===== src/rtl/call_stack_ctrl.sv =====
// call_stack_ctrl: sequencer and arbiter for the hardware return-address stack shared by cpu and irq.
// Define CALL_STACK_RR_EN for round-robin conflict arbitration; otherwise irq has fixed priority.
module call_stack_ctrl #(
  parameter int AW = 5,
  parameter int DW = 10
) (
  input  logic          clk,
  input  logic          reset,
  input  logic          cpu_req,
  input  logic          cpu_op,
  input  logic [DW-1:0] cpu_wdata,
  output logic          cpu_ack,
  input  logic          irq_req,
  input  logic          irq_op,
  input  logic [DW-1:0] irq_wdata,
  output logic          irq_ack,
  output logic [DW-1:0] rdata,
  output logic [AW-1:0] mem_addr,
  output logic          mem_we,
  output logic [DW-1:0] mem_wdata,
  output logic          mem_re,
  input  logic [DW-1:0] mem_rdata,
  output logic [AW-1:0] sp,
  output logic [AW:0]   count,
  output logic          full,
  output logic          empty,
  output logic          ovf,
  output logic          udf,
  input  logic          err_clr
);

  typedef enum logic [2:0] {IDLE, PUSH, POP_RD, POP_WAIT, ERR} state_t;

  localparam logic [AW-1:0] SP_ONE  = AW'(1);
  localparam logic [AW:0]   CNT_ONE = (AW+1)'(1);
  localparam logic [AW:0]   DEPTH   = {1'b1, {AW{1'b0}}};

  state_t        state, state_nxt;
  logic          sel_irq;
  logic          sel_op;
  logic [DW-1:0] sel_wdata;
  logic          any_req;
  logic          gnt_irq;
  logic          op_q;
  logic [DW-1:0] wdata_q;
  logic [DW-1:0] rdata_q;
  logic          ack_now;

  assign any_req = cpu_req | irq_req;
  assign full    = (count == DEPTH);
  assign empty   = (count == '0);

`ifdef CALL_STACK_RR_EN
  // last_irq remembers the winner of the most recent conflict only.
  logic last_irq;

  always_comb sel_irq = irq_req & (~cpu_req | ~last_irq);

  always_ff @(posedge clk) begin
    if (reset)
      last_irq <= 1'b1;
    else if (state == IDLE && cpu_req && irq_req)
      last_irq <= sel_irq;
  end
`else
  always_comb sel_irq = irq_req;
`endif

  assign sel_op    = sel_irq ? irq_op    : cpu_op;
  assign sel_wdata = sel_irq ? irq_wdata : cpu_wdata;

  // Grant capture: requester identity, op and push data held for the whole operation.
  always_ff @(posedge clk) begin
    if (state == IDLE && any_req) begin
      gnt_irq <= sel_irq;
      op_q    <= sel_op;
      wdata_q <= sel_wdata;
    end
  end

  always_ff @(posedge clk) begin
    if (reset) state <= IDLE;
    else       state <= state_nxt;
  end

  always_comb begin
    state_nxt = state;
    case (state)
      IDLE: begin
        if (any_req) begin
          if (sel_op && !full)       state_nxt = PUSH;
          else if (!sel_op && !empty) state_nxt = POP_RD;
          else                        state_nxt = ERR;
        end
      end
      POP_RD:   state_nxt = POP_WAIT;
      PUSH,
      POP_WAIT,
      ERR:      state_nxt = IDLE;
      default:  state_nxt = IDLE;
    endcase
  end

  always_comb begin
    mem_we    = (state == PUSH);
    mem_re    = (state == POP_RD);
    mem_addr  = (state == POP_RD) ? (sp - SP_ONE) : sp;
    mem_wdata = wdata_q;
    ack_now   = (state == PUSH) || (state == POP_WAIT) || (state == ERR);
    cpu_ack   = ack_now & ~gnt_irq;
    irq_ack   = ack_now &  gnt_irq;
    // Pop data is forwarded in the ack cycle and held afterwards.
    rdata     = (state == POP_WAIT) ? mem_rdata : rdata_q;
  end

  // Pointer / count update: only completed RAM operations move them.
  always_ff @(posedge clk) begin
    if (reset) begin
      sp      <= '0;
      count   <= '0;
      rdata_q <= '0;
    end else begin
      case (state)
        PUSH: begin
          sp    <= sp + SP_ONE;
          count <= count + CNT_ONE;
        end
        POP_WAIT: begin
          sp      <= sp - SP_ONE;
          count   <= count - CNT_ONE;
          rdata_q <= mem_rdata;
        end
        default: ;
      endcase
    end
  end

  // Sticky error flags: a new error overrides a simultaneous clear.
  always_ff @(posedge clk) begin
    if (reset) begin
      ovf <= 1'b0;
      udf <= 1'b0;
    end else begin
      if (err_clr) begin
        ovf <= 1'b0;
        udf <= 1'b0;
      end
      if (state == ERR) begin
        if (op_q) ovf <= 1'b1;
        else      udf <= 1'b1;
      end
    end
  end

endmodule


===== config.mk =====
export PLATFORM = sky130hd
export DESIGN_NAME = call_stack_ctrl
export DESIGN_NICKNAME = d
export VERILOG_FILES = /design/src/rtl/call_stack_ctrl.sv
export SDC_FILE = /design/constraint.sdc
export NUM_CORES = 1
export LEC_CHECK = 0
export ABC_AREA = 1
export BUFFER_PORTS_ARGS = -buffer_cell sky130_fd_sc_hd__buf_4
export CORE_ASPECT_RATIO = 0.9
export CORE_UTILIZATION = 40
export CTS_CLUSTER_SIZE = 24
export DETAILED_ROUTE_END_ITERATION = 10
export PLACE_DENSITY_LB_ADDON = 0.1
export SLEW_MARGIN = 5
export SYNTH_ARGS = -nofsm -noshare
export SYNTH_HDL_FRONTEND = slang
export SYNTH_SLANG_ARGS = --single-unit

===== constraint.sdc =====
create_clock -name clk -period 1.4 [get_ports clk]
set_input_delay 0.35 -clock clk [delete_from_list [all_inputs] [get_ports clk]]
set_output_delay 0.35 -clock clk [all_outputs]
set_load 0.05 [all_outputs]

# Yosys cells after proc, flatten, opt, wreduce, memory -nomap -nowiden
# Index checks and enable logic that the tools add are counted.
word_totals:
  out_inout_bits: 44
  wordCells: 50
  register_bits: 38
op_classes:
  n_eq_ne: 6
  n_reduce_logical: 11
  n_addsub: 4
  muxes: 16
  bitwise_logic: 4
ops:
  columns: ["operator", "count"]
  rows:
  - ["10-bit 2-to-1 mux", 2]
  - ["6-bit case mux with 2 select lines", 1]
  - ["5-bit case mux with 2 select lines", 1]
  - ["3-bit 2-to-1 mux", 3]
  - ["1-bit 2-to-1 mux", 7]
  - ["6-bit by 1-bit adder with 6-bit output, second input constant", 1]
  - ["3-bit by 2-bit == test with 1-bit output, second input constant", 2]
  - ["6-bit == test, second input constant", 1]
  - ["6-bit zero test", 1]
  - ["3-bit case mux with 2 select lines", 1]
  - ["6-bit by 1-bit subtractor with 6-bit output, second input constant", 1]
  - ["5-bit by 1-bit adder with 5-bit output, second input constant", 1]
  - ["5-bit 2-to-1 mux", 1]
  - ["5-bit by 1-bit subtractor with 5-bit output, second input constant", 1]
  - ["3-bit by 1-bit == test with 1-bit output, second input constant", 1]
  - ["3-bit == test, second input constant", 1]
  - ["1-bit logical AND", 3]
  - ["1-bit zero test", 3]
  - ["3-bit zero test", 1]
  - ["1-bit AND", 2]
  - ["1-bit logical OR", 2]
  - ["2-bit != test, second input constant", 1]
  - ["2-bit nonzero test", 1]
  - ["1-bit NOT", 1]
  - ["1-bit OR", 1]

# Longest topological paths before layout
# Gate-level depths: netlist (run 1).
depth:
  ltp_word: 7
  ltp_mapped: 15
  depth_no_buf: 14

# Worst setup path after synthesis (run 1)
# Ideal clock, no wire load.
synth_path:
  path_kind: "register to output"
  from: "reg state[1]"
  to: "out mem_addr[3]"
  t_arrival_ps: 2707
  path_slack_ps: -1657
  path_stages_with_launch: 5
  cell_sequence: "dfxtp_1 > inv_1 > nor2_1 > inv_1 > o21ai_0"
synth_between:
  elab_chain_len: 2
synth_rtl:
  columns: ["element", "line_no", "text"]
  rows:
  - ["start: declaration", "38", "state_t state, state_nxt;"]
  - ["start signal: assignment", "83", "else state <= state_nxt;"]
  - ["3-bit by 2-bit == test with 1-bit output", null, null]
  - ["named net mem_re", "21", "output logic mem_re,"]
  - ["5-bit 2-to-1 mux", "107", "mem_addr = (state == POP_RD) ? (sp - SP_ONE) : sp;"]
  - ["end: declaration", "18", "output logic [AW-1:0] mem_addr,"]
# The timed path passes the listed nets, and every way through them passes these cells.

# Final worst setup path (run 1)
layout_path:
  from: "reg state[0]"
  to: "out mem_addr[2]"
layout_between:
  elab_chain_len: 2
layout_rtl:
  columns: ["element", "line_no"]
  rows:
  - ["3-bit by 2-bit == test with 1-bit output", "107"]
  - ["5-bit 2-to-1 mux", "107"]
# No other way between the ends.

==> metrics, run 1 <==
Crit Reg-Reg Startpoint state[0]; HP Class in2reg; Reg2Reg Depth 15; Die Y 69.1 um; Synth async-reset ratio 0%; end of the worst register-to-register path count[4]; first-pass GRT wire length approximately 9500 um; fin crit period around 1900 ps; drt pass-1 iters 7; Hold Violations, Final 0; clk slew on worst S/H paths ~80 ps; GRT Residual Overflow 0; all-layer global routing usage between 20% and 30%; Buffers on Ports 80; largest net degree at the start of global routing 20; register bit total from synthesis 38; DP Cell Count roughly 450; Tcrit/Tclk final 137%; Netlist cell types 32; Chip Width around 77 um; Critical Path AT approximately 1600 ps; Syn Inst Count approximately 270; n_diodes 0; status finished, violations left; share of layout cells above drive strength 1 a little under three fifths; ys flop type dfxtp_1; EDFF count, synth 12; WS Path Type reg2out; setup ws final -524 ps; pwr dens 1910 nW/um2; Slew Limit Fails 0; Hold Path Stages 3; Setup crit start kind flip-flop; Post-Route WL roughly 5600 um; Layout Cells excl Fill between 400 and 500; CTS root buf clkbuf_8; worst-path maximum fanout 7; Critical Path Sink mem_addr[2]; RSZ-0062 raised after global routing yes; total power 6.79 mW; failing checks DRC, setup timing; Post-Syn Nets around 310; I/O Pins 81; Num CTS Buffers 5; via count ~2.2k; synthesis-to-layout area growth 77.3%; vias per cell around 4.7; crit end category output port; Clk Latency, worst-skew pair about 290 ps; DR iter-0 viols 94; Starting Density around two fifths; peak supply drop between 1 and 1.5 mV; clock tree from TritonCTS yes; CTS Sinks 38; Worst slew margin roughly 76%; Lkg Pwr about 1.7 nW; count of final setup violators 27; Ys Warns 0; Reg2Reg Setup Slack -210 ps; Die ar. around 5300 um2; DRC viols 1; cts-stage hold buffer count 0; per-cell routed wire length about 12 um; Max Cap Viol 0; Seq/Total Area, Yosys 44.0%; post-DP HPWL 3940 um; FP Rows 24; gp weighted congestion ~0.82; Setup Skew about 6.6 ps; Synth Cell Area ~2000 um2; vias in the first global route about 2.2k; antenna viol nets, final 0; Syn Area/Cell between 7 and 8 um2; critical path data required time 1050 ps; initial antenna violation count 0; worst setup path startpoint state[0]; max frequency about 0.52 GHz; Core Region between 4000 and 5000 um2; Slew @ Worst Pin 365 ps; Nets about 440; H-tree lvl count 2; worst hold start cpu_wdata[8]; Clock Path Buffers 2
-- critical path, cell delays in order, from the launching register on --
cell and delay, ps:
dfxtp_4 370, nor2_4 80, inv_2 50, nor2_4 130, clkinvlp_4 190, buf_6 170
o21ai_4 110, buf_6 170
-- cell usage after synthesis (all sizes together) (4+ instances only) --
cell / number / area (um2)
o21ai: 28 / 140
or2: 11 / 68.8
nand3: 9 / 55.1
a21oi: 17 / 88.8
nor2: 22 / 92.6
nor3: 4 / 20.0
inv: 44 / 165
clkbuf: 9 / 35.0
dfxtp: 26 / 521
edfxtp: 12 / 360
nand2: 70 / 285
xor2: 5 / 43.8
-- cells by family after synthesis --
group,count (synthesis),share of synthesized area (%)
simple gates,118,26.7
compound gates,50,13.4
fa+ha+maj,3,1.87
buf+inv,54,10.6
flops,38,44.0
xor+xnor,8,3.50
-- worst min-delay path by stage --
stage | endpoint | slack (ps)
after floorplan | gnt_irq | 450
after global placement | udf | 460
after detailed placement | ovf | 460
after CTS | mem_wdata[3] | 310
after global routing | mem_wdata[8] | 320
final | mem_wdata[8] | 320
-- registers in the layout, indices dropped and copies added, names as in the netlist --
register / cells
mem_wdata: 10
rdata_q: 10
count: 6
sp: 5
state: 3
gnt_irq: 1
op_q: 1
ovf: 1
udf: 1
-- stage by stage --
stage / hold WS, ps / cell area [um2] / util [%] / setup slack [ps] / TNS, ps
global placement: 458 / 3090 / 64.0 / -196 / -3240
finish: 317 / 3550 / 73.5 / -524 / -8960
CTS: 307 / 3410 / 70.6 / -495 / -8070
global route: 315 / 3550 / 73.5 / -605 / -11830
floorplan: 449 / 2170 / - / -454 / -4700
detailed placement: 459 / 3090 / 64.0 / -234 / -3770
-- routing by layer --
| layer | vias to the layer above | part of all wire (%) | GRT usage (%) |
|---|---|---|---|
| li1 | 1110 | - | - |
| met1 | 1018 | 42 | 25.8 |
| met2 | 54 | 53 | 39.2 |
| met3 | 4 | 4.7 | 5.30 |
| met4 | 0 | 0.64 | 9.40 |
| met5 | - | 0 | 0 |
-- final cells by class --
type	instances	area, um2
clock buffer	6	93.8
fill	400	1280
sequential	38	922
multi-input combinational	180	1170
tap	65	81.3
timing repair buffer	130	1100
inverter	44	174
clock inverter	2	12.5
-- what timing repair did --
action | 4_1_cts | 5_1_grt
setup endpoints to repair | 33 | 42
cloned | 0 | 1
gates resized for setup | 50 | 32
buffers inserted | 6 | 7
pin swaps | 7 | 4
-- where the power goes --
group	leakage [nW]	internal (mW)	total, mW	switching, mW
combinational	1.34	1.66	4.25	2.59
sequential	0.339	1.47	1.66	0.189
clock	0.0572	0.461	0.882	0.420
total	1.74	3.59	6.79	3.20
-- cell usage in the layout (no fill, tap or decap), types with 2 or more instances in the layout --
cell      synthesis  routed
nand2_1          63      60
nand4_1           2       2
a21oi_1          16      14
xor2_1            5       2
a21oi_2           1       2
xor2_2            0       3
nand3_2           2       2
nor2_1           20      14
buf_6             1      24
buf_8             0       4
nor3_4            0       3
edfxtp_1         12      12
o21ai_0          20       9
nor2_4            1       7
buf_4             0     102
or2_2             4       4
nand3_1           7       5
o21ai_2           0      10
ha_1              3       2
dfxtp_1          26      13
inv_1            43      24
nand2_2           6       9
clkbuf_8          0       5
o21ai_4           0       4
dfxtp_2           0       3
nand3_4           0       3
inv_2             1      18
o21ai_1           8       5
inv_4             0       2
or2_1             3       5
dfxtp_4           0      10
xnor2_1           3       3
Note: power is estimated with default switching activity, not from simulation.
==> run 2, diff against run 1 <==
CELL_PAD_IN_SITES_DETAIL_PLACEMENT = 0   (was unset)
CELL_PAD_IN_SITES_GLOBAL_PLACEMENT = 1   (was unset)
CORE_UTILIZATION = 30   (was 40)
==> metrics, run 2 (same netlist as run 1, synthesis figures left out) <==
status finished, violations left; failing checks setup timing; commonest non-fill, non-tap cell in the layout buf_4; DR iter-0 viols 35 (-63%); pwr dens 1840 nW/um2 (-3.9%); HP Class in2reg; worst-path maximum fanout 6 (-1); Critical Path AT 1460 ps (-110 ps); Tcrit/Tclk final 129% (-7.9 points); Setup crit start kind flip-flop; CTS Sinks 38 (unchanged); Max Cap Viol 0 (unchanged); fin crit period 1810 ps (-111 ps); Slew @ Worst Pin 312 ps (-52.4 ps); Hold Violations, Final 0 (unchanged); Core Region 6280 um2 (+30%); max frequency 0.552 GHz (+6.1%); total power 6.98 mW (+2.8%); gp weighted congestion 0.779 (-5.4%); most frequent cells in the layout buf_4 (97), nand2_1 (58), buf_6 (35); Nets 448 (+2.1%); final core utilization 60.5% (-13 points); Setup Skew 12.3 ps (+5.71 ps); Die ar. 7010 um2 (+32%); worst-case hold slack 323 ps (+6.54 ps); CTS root buf clkbuf_8; Slew Limit Fails 0 (unchanged); vias per cell 4.44 (-5.5%); Starting Density 31.9% (-9.6 points); first-pass GRT wire length 9620 um (+1.7%); critical path data required time 1050 ps (about the same); Num CTS Buffers 5 (unchanged); DRC viols 0 (-1); Clock Path Buffers 2 (unchanged); Layout Cells excl Fill 496 (+6.7%); I/O Pins 81 (unchanged); clock tree from TritonCTS yes; vias in the first global route 2,165 (-2.1%); H-tree lvl count 2 (unchanged); share of layout cells above drive strength 1 59.4% (+3.4 points); Die Y 79.5 um (+15%); per-cell routed wire length 12.1 um (-0.18%); cts-stage hold buffer count 0 (unchanged); Lkg Pwr 1.83 nW (+5.1%); largest net degree at the start of global routing 13 (-35%); FP Rows 27 (+13%); Chip Width 88.1 um (+15%); DP Cell Count 475 (+6.5%); antenna viol nets, final 0 (unchanged); GRT Residual Overflow 0 (unchanged); Clk Latency, worst-skew pair 290 ps (about the same); setup ws final -413 ps (+111 ps); Fin Setup TNS -8520 ps (+438 ps); count of final setup violators 28 (+3.7%); drt pass-1 iters 4 (-3); initial antenna violation count 0 (unchanged); n_diodes 0 (unchanged); RSZ-0062 raised after global routing yes; via count 2,203 (+0.78%); clk slew on worst S/H paths 80 ps (about the same); peak supply drop 0.691 mV (-34%); Worst slew margin 79.0% (+3.5 points); post-DP HPWL 4180 um (+6.1%); all-layer global routing usage 17.9% (-4.4 points); WS Path Type reg2out; synthesis-to-layout area growth 89.7%; Buffers on Ports 80 (unchanged); Post-Route WL 6000 um (+6.5%); crit end category output port
[run 2: layout make-up]
| class | count | area, um2 |
|---|---|---|
| Fill cell | 582 | 2480 |
| Multi-Input combinational cell | 180 | 1270 |
| Timing Repair Buffer | 139 | 1230 |
| Sequential cell | 38 | 922 |
| Inverter | 44 | 178 |
| Tap cell | 87 | 109 |
| Clock buffer | 7 | 86.3 |
| Clock inverter | 1 | 5.00 |
[run 2: per-layer routing]
metal / GRT usage (%) / share of wire [%] / vias to the layer above
li1: - / - / 1125
met5: 0 / 0 / -
met4: 4.84 / 1.5 / 0
met3: 4.86 / 5.7 / 12
met1: 21.2 / 42 / 1006
met2: 31.5 / 51 / 60
[run 2: final timing paths]
path / from / slack [ps] / to / cells past startpoint
setup / recovery: state[0] / -410 / rdata[2] / 6
hold / removal: cpu_wdata[5] / 320 / mem_wdata[5] / 3
setup reg to reg: state[0] / -280 / count[4] / 16
hold reg to reg: ovf / 480 / ovf / 2
[run 2: what timing repair did]
action,CTS,global route
setup buffers,9,3
cloned,1,0
setup endpoints to repair,40,41
pin swaps,15,12
resized for setup,109,17
[run 2: power breakdown]
part           internal, mW  total, mW  switching, mW
clock network         0.398      0.798          0.400
logic                  1.84       4.52           2.69
registers              1.47       1.66          0.190
total                  3.70       6.98           3.28
[run 2: through the flow]
step | setup slack, ps | instance area [um2]
2_1_floorplan | -454 | 2170
3_3_place_gp | -239 | 3170
3_5_place_dp | -252 | 3170
4_1_cts | -406 | 3720
5_1_grt | -466 | 3800
6_report | -413 | 3800
[run 2: worst max-delay path, cell delays in order (launching register included)]
cell	delay, ps
dfxtp_4	410
buf_12	110
nand3_4	110
or2_1	250
o21ai_2	90
inv_2	60
buf_8	150
==> run 3, diff against run 2 <==
CORE_ASPECT_RATIO = unset   (was 0.9)
==> metrics, run 3 (same netlist as run 1, synthesis figures left out) <==
RSZ-0062 raised after global routing yes; status finished, violations left; Max Cap Viol 0 (unchanged); FP Rows 29 (+7.4%); share of layout cells above drive strength 1 60.6% (+1.2 points); DP Cell Count 467 (-1.7%); commonest non-fill, non-tap cell in the layout buf_4; largest net degree at the start of global routing 15 (+2); P_sw 3.26 mW (-0.53%); Setup Skew 6.16 ps (-6.12 ps); Tcrit/Tclk final 130% (+0.42 points); gp weighted congestion 0.763 (-2.1%); Buffers on Ports 80 (unchanged); Die Y 83.7 um (+5.3%); Switching Fraction 47.0% (about the same); Worst slew margin 71.2% (-7.9 points); n_diodes 0 (unchanged); Nets 460 (+2.7%); HP Class in2reg; Starting Density 31.4% (-0.51 points); all-layer global routing usage 17.1% (-0.76 points); peak supply drop 1.27 mV (+83%); setup ws final -419 ps (-5.89 ps); failing checks setup timing; Num CTS Buffers 5 (unchanged); crit-path max cell delay 360 ps (-50 ps); GRT Residual Overflow 0 (unchanged); I/O Pins 81 (unchanged); Logic pwr share 65.2% (+0.4 points); Critical Path AT 1470 ps (about the same); via count 2,217 (+0.64%); Buffers & Inverters on Critical Path 2 (-1); worst-path maximum fanout 2 (-4); Critical Path, Cell by Cell inv_4 -> ha_4 -> xnor2_1 -> o21ai_4 -> buf_6; first-pass GRT wire length 9650 um (+0.36%); clk slew on worst S/H paths 80 ps (about the same); max frequency 0.550 GHz (-0.32%); Die ar. 7010 um2 (about the same); most frequent cells in the layout buf_4 (116), nand2_1 (58), buf_6 (31); Slowest cell on crit path dfxtp_4; Slew @ Worst Pin 429 ps (+117 ps); Chip Width 83.7 um (-5.0%); crit end category output port; vias per cell 4.45 (+0.23%); Core Region 6390 um2 (+1.6%); post-DP HPWL 4190 um (+0.21%); Clk Latency, worst-skew pair 290 ps (about the same); critical path data required time 1050 ps (about the same); vias in the first global route 2,215 (+2.3%); sequential power share 23.8% (about the same); WS Path Type reg2out; fin crit period 1820 ps (+5.89 ps); Clock Path Buffers 2 (unchanged); pwr dens 1830 nW/um2 (-0.56%); Slew Limit Fails 0 (unchanged); count of final setup violators 43 (+54%); DR iter-0 viols 38 (+8.6%); synthesis-to-layout area growth 89.6% (about the same); CTS root buf clkbuf_8; Pint 3.68 mW (-0.66%); Post-Route WL 5700 um (-5.1%); Layout Cells excl Fill 498 (+0.40%); total power 6.94 mW (-0.60%); initial antenna violation count 0 (unchanged); per-cell routed wire length 11.4 um (-5.5%); DRC viols 0 (unchanged); drt pass-1 iters 4 (unchanged); Clock Power Share 11.0% (-0.4 points); H-tree lvl count 2 (unchanged); Hold Violations, Final 0 (unchanged); delay-heaviest family, CP flip-flops; antenna viol nets, final 0 (unchanged); Lkg Pwr 1.85 nW (+1.1%); clock tree from TritonCTS yes; Setup crit start kind flip-flop; CTS Sinks 38 (unchanged)
[run 3: cell types whose count changed in the layout (fill, tap and decap cells not counted), sizes merged]
cell / delta
buf: +13
inv: +2
clkbuf: -1
clkinv: -1
nand3: -1
[run 3: worst paths after layout]
kind                               start  depth (start not counted)  slack, ps     endpoint
worst min-delay path               reset                          2        250     count[5]
worst max-delay path               sp[0]                          5       -420  mem_addr[2]
worst min register to register       ovf                          2        480          ovf
worst max register to register  state[2]                         12       -350   rdata_q[6]
[run 3: area by class of cell]
| cell class | instances | area [um2] |
|---|---|---|
| sequential | 38 | 922 |
| fill | 570 | 2590 |
| inverter | 44 | 178 |
| clock buffer | 6 | 72.6 |
| multi-input combinational | 179 | 1220 |
| tap | 77 | 96.3 |
| clock inverter | 2 | 12.5 |
| timing repair buffer | 152 | 1290 |
[run 3: power groups by stage]
stage	clock [mW]	sequential, mW	combinational, mW
5_1_grt	0.851	1.69	4.81
2_1_floorplan	0	2.29	1.80
6_report	0.765	1.65	4.52
3_3_place_gp	0	1.63	3.75
4_1_cts	0.801	1.65	4.38
3_5_place_dp	0	1.63	3.75
[run 3: repair_timing]
item	in CTS	in global routing
pin swaps	7	10
resized for setup	78	29
hold buffers	0	0
setup buffers	19	6
setup endpoints to repair	41	46
[run 3: through the flow]
stage               area (um2)  util [%]  setup WS [ps]  TNS, ps  hold WS [ps]
floorplan                 2170         -           -454    -4700           449
finish                    3800      59.5           -419   -10480           246
global route              3800      59.5           -497   -14040           245
global placement          3180      49.7           -207    -4150           463
CTS                       3670      57.5           -445   -10850           243
detailed placement        3180      49.7           -271    -4900           467
[run 3: per-layer routing]
layer  up-vias  track usage, %  part of all wire [%]
li1       1154               -                     -
met1      1004            21.1                    44
met2        51            28.4                    48
met3         8            5.74                   5.9
met4         0            4.93                   1.4
met5         -               0                     0
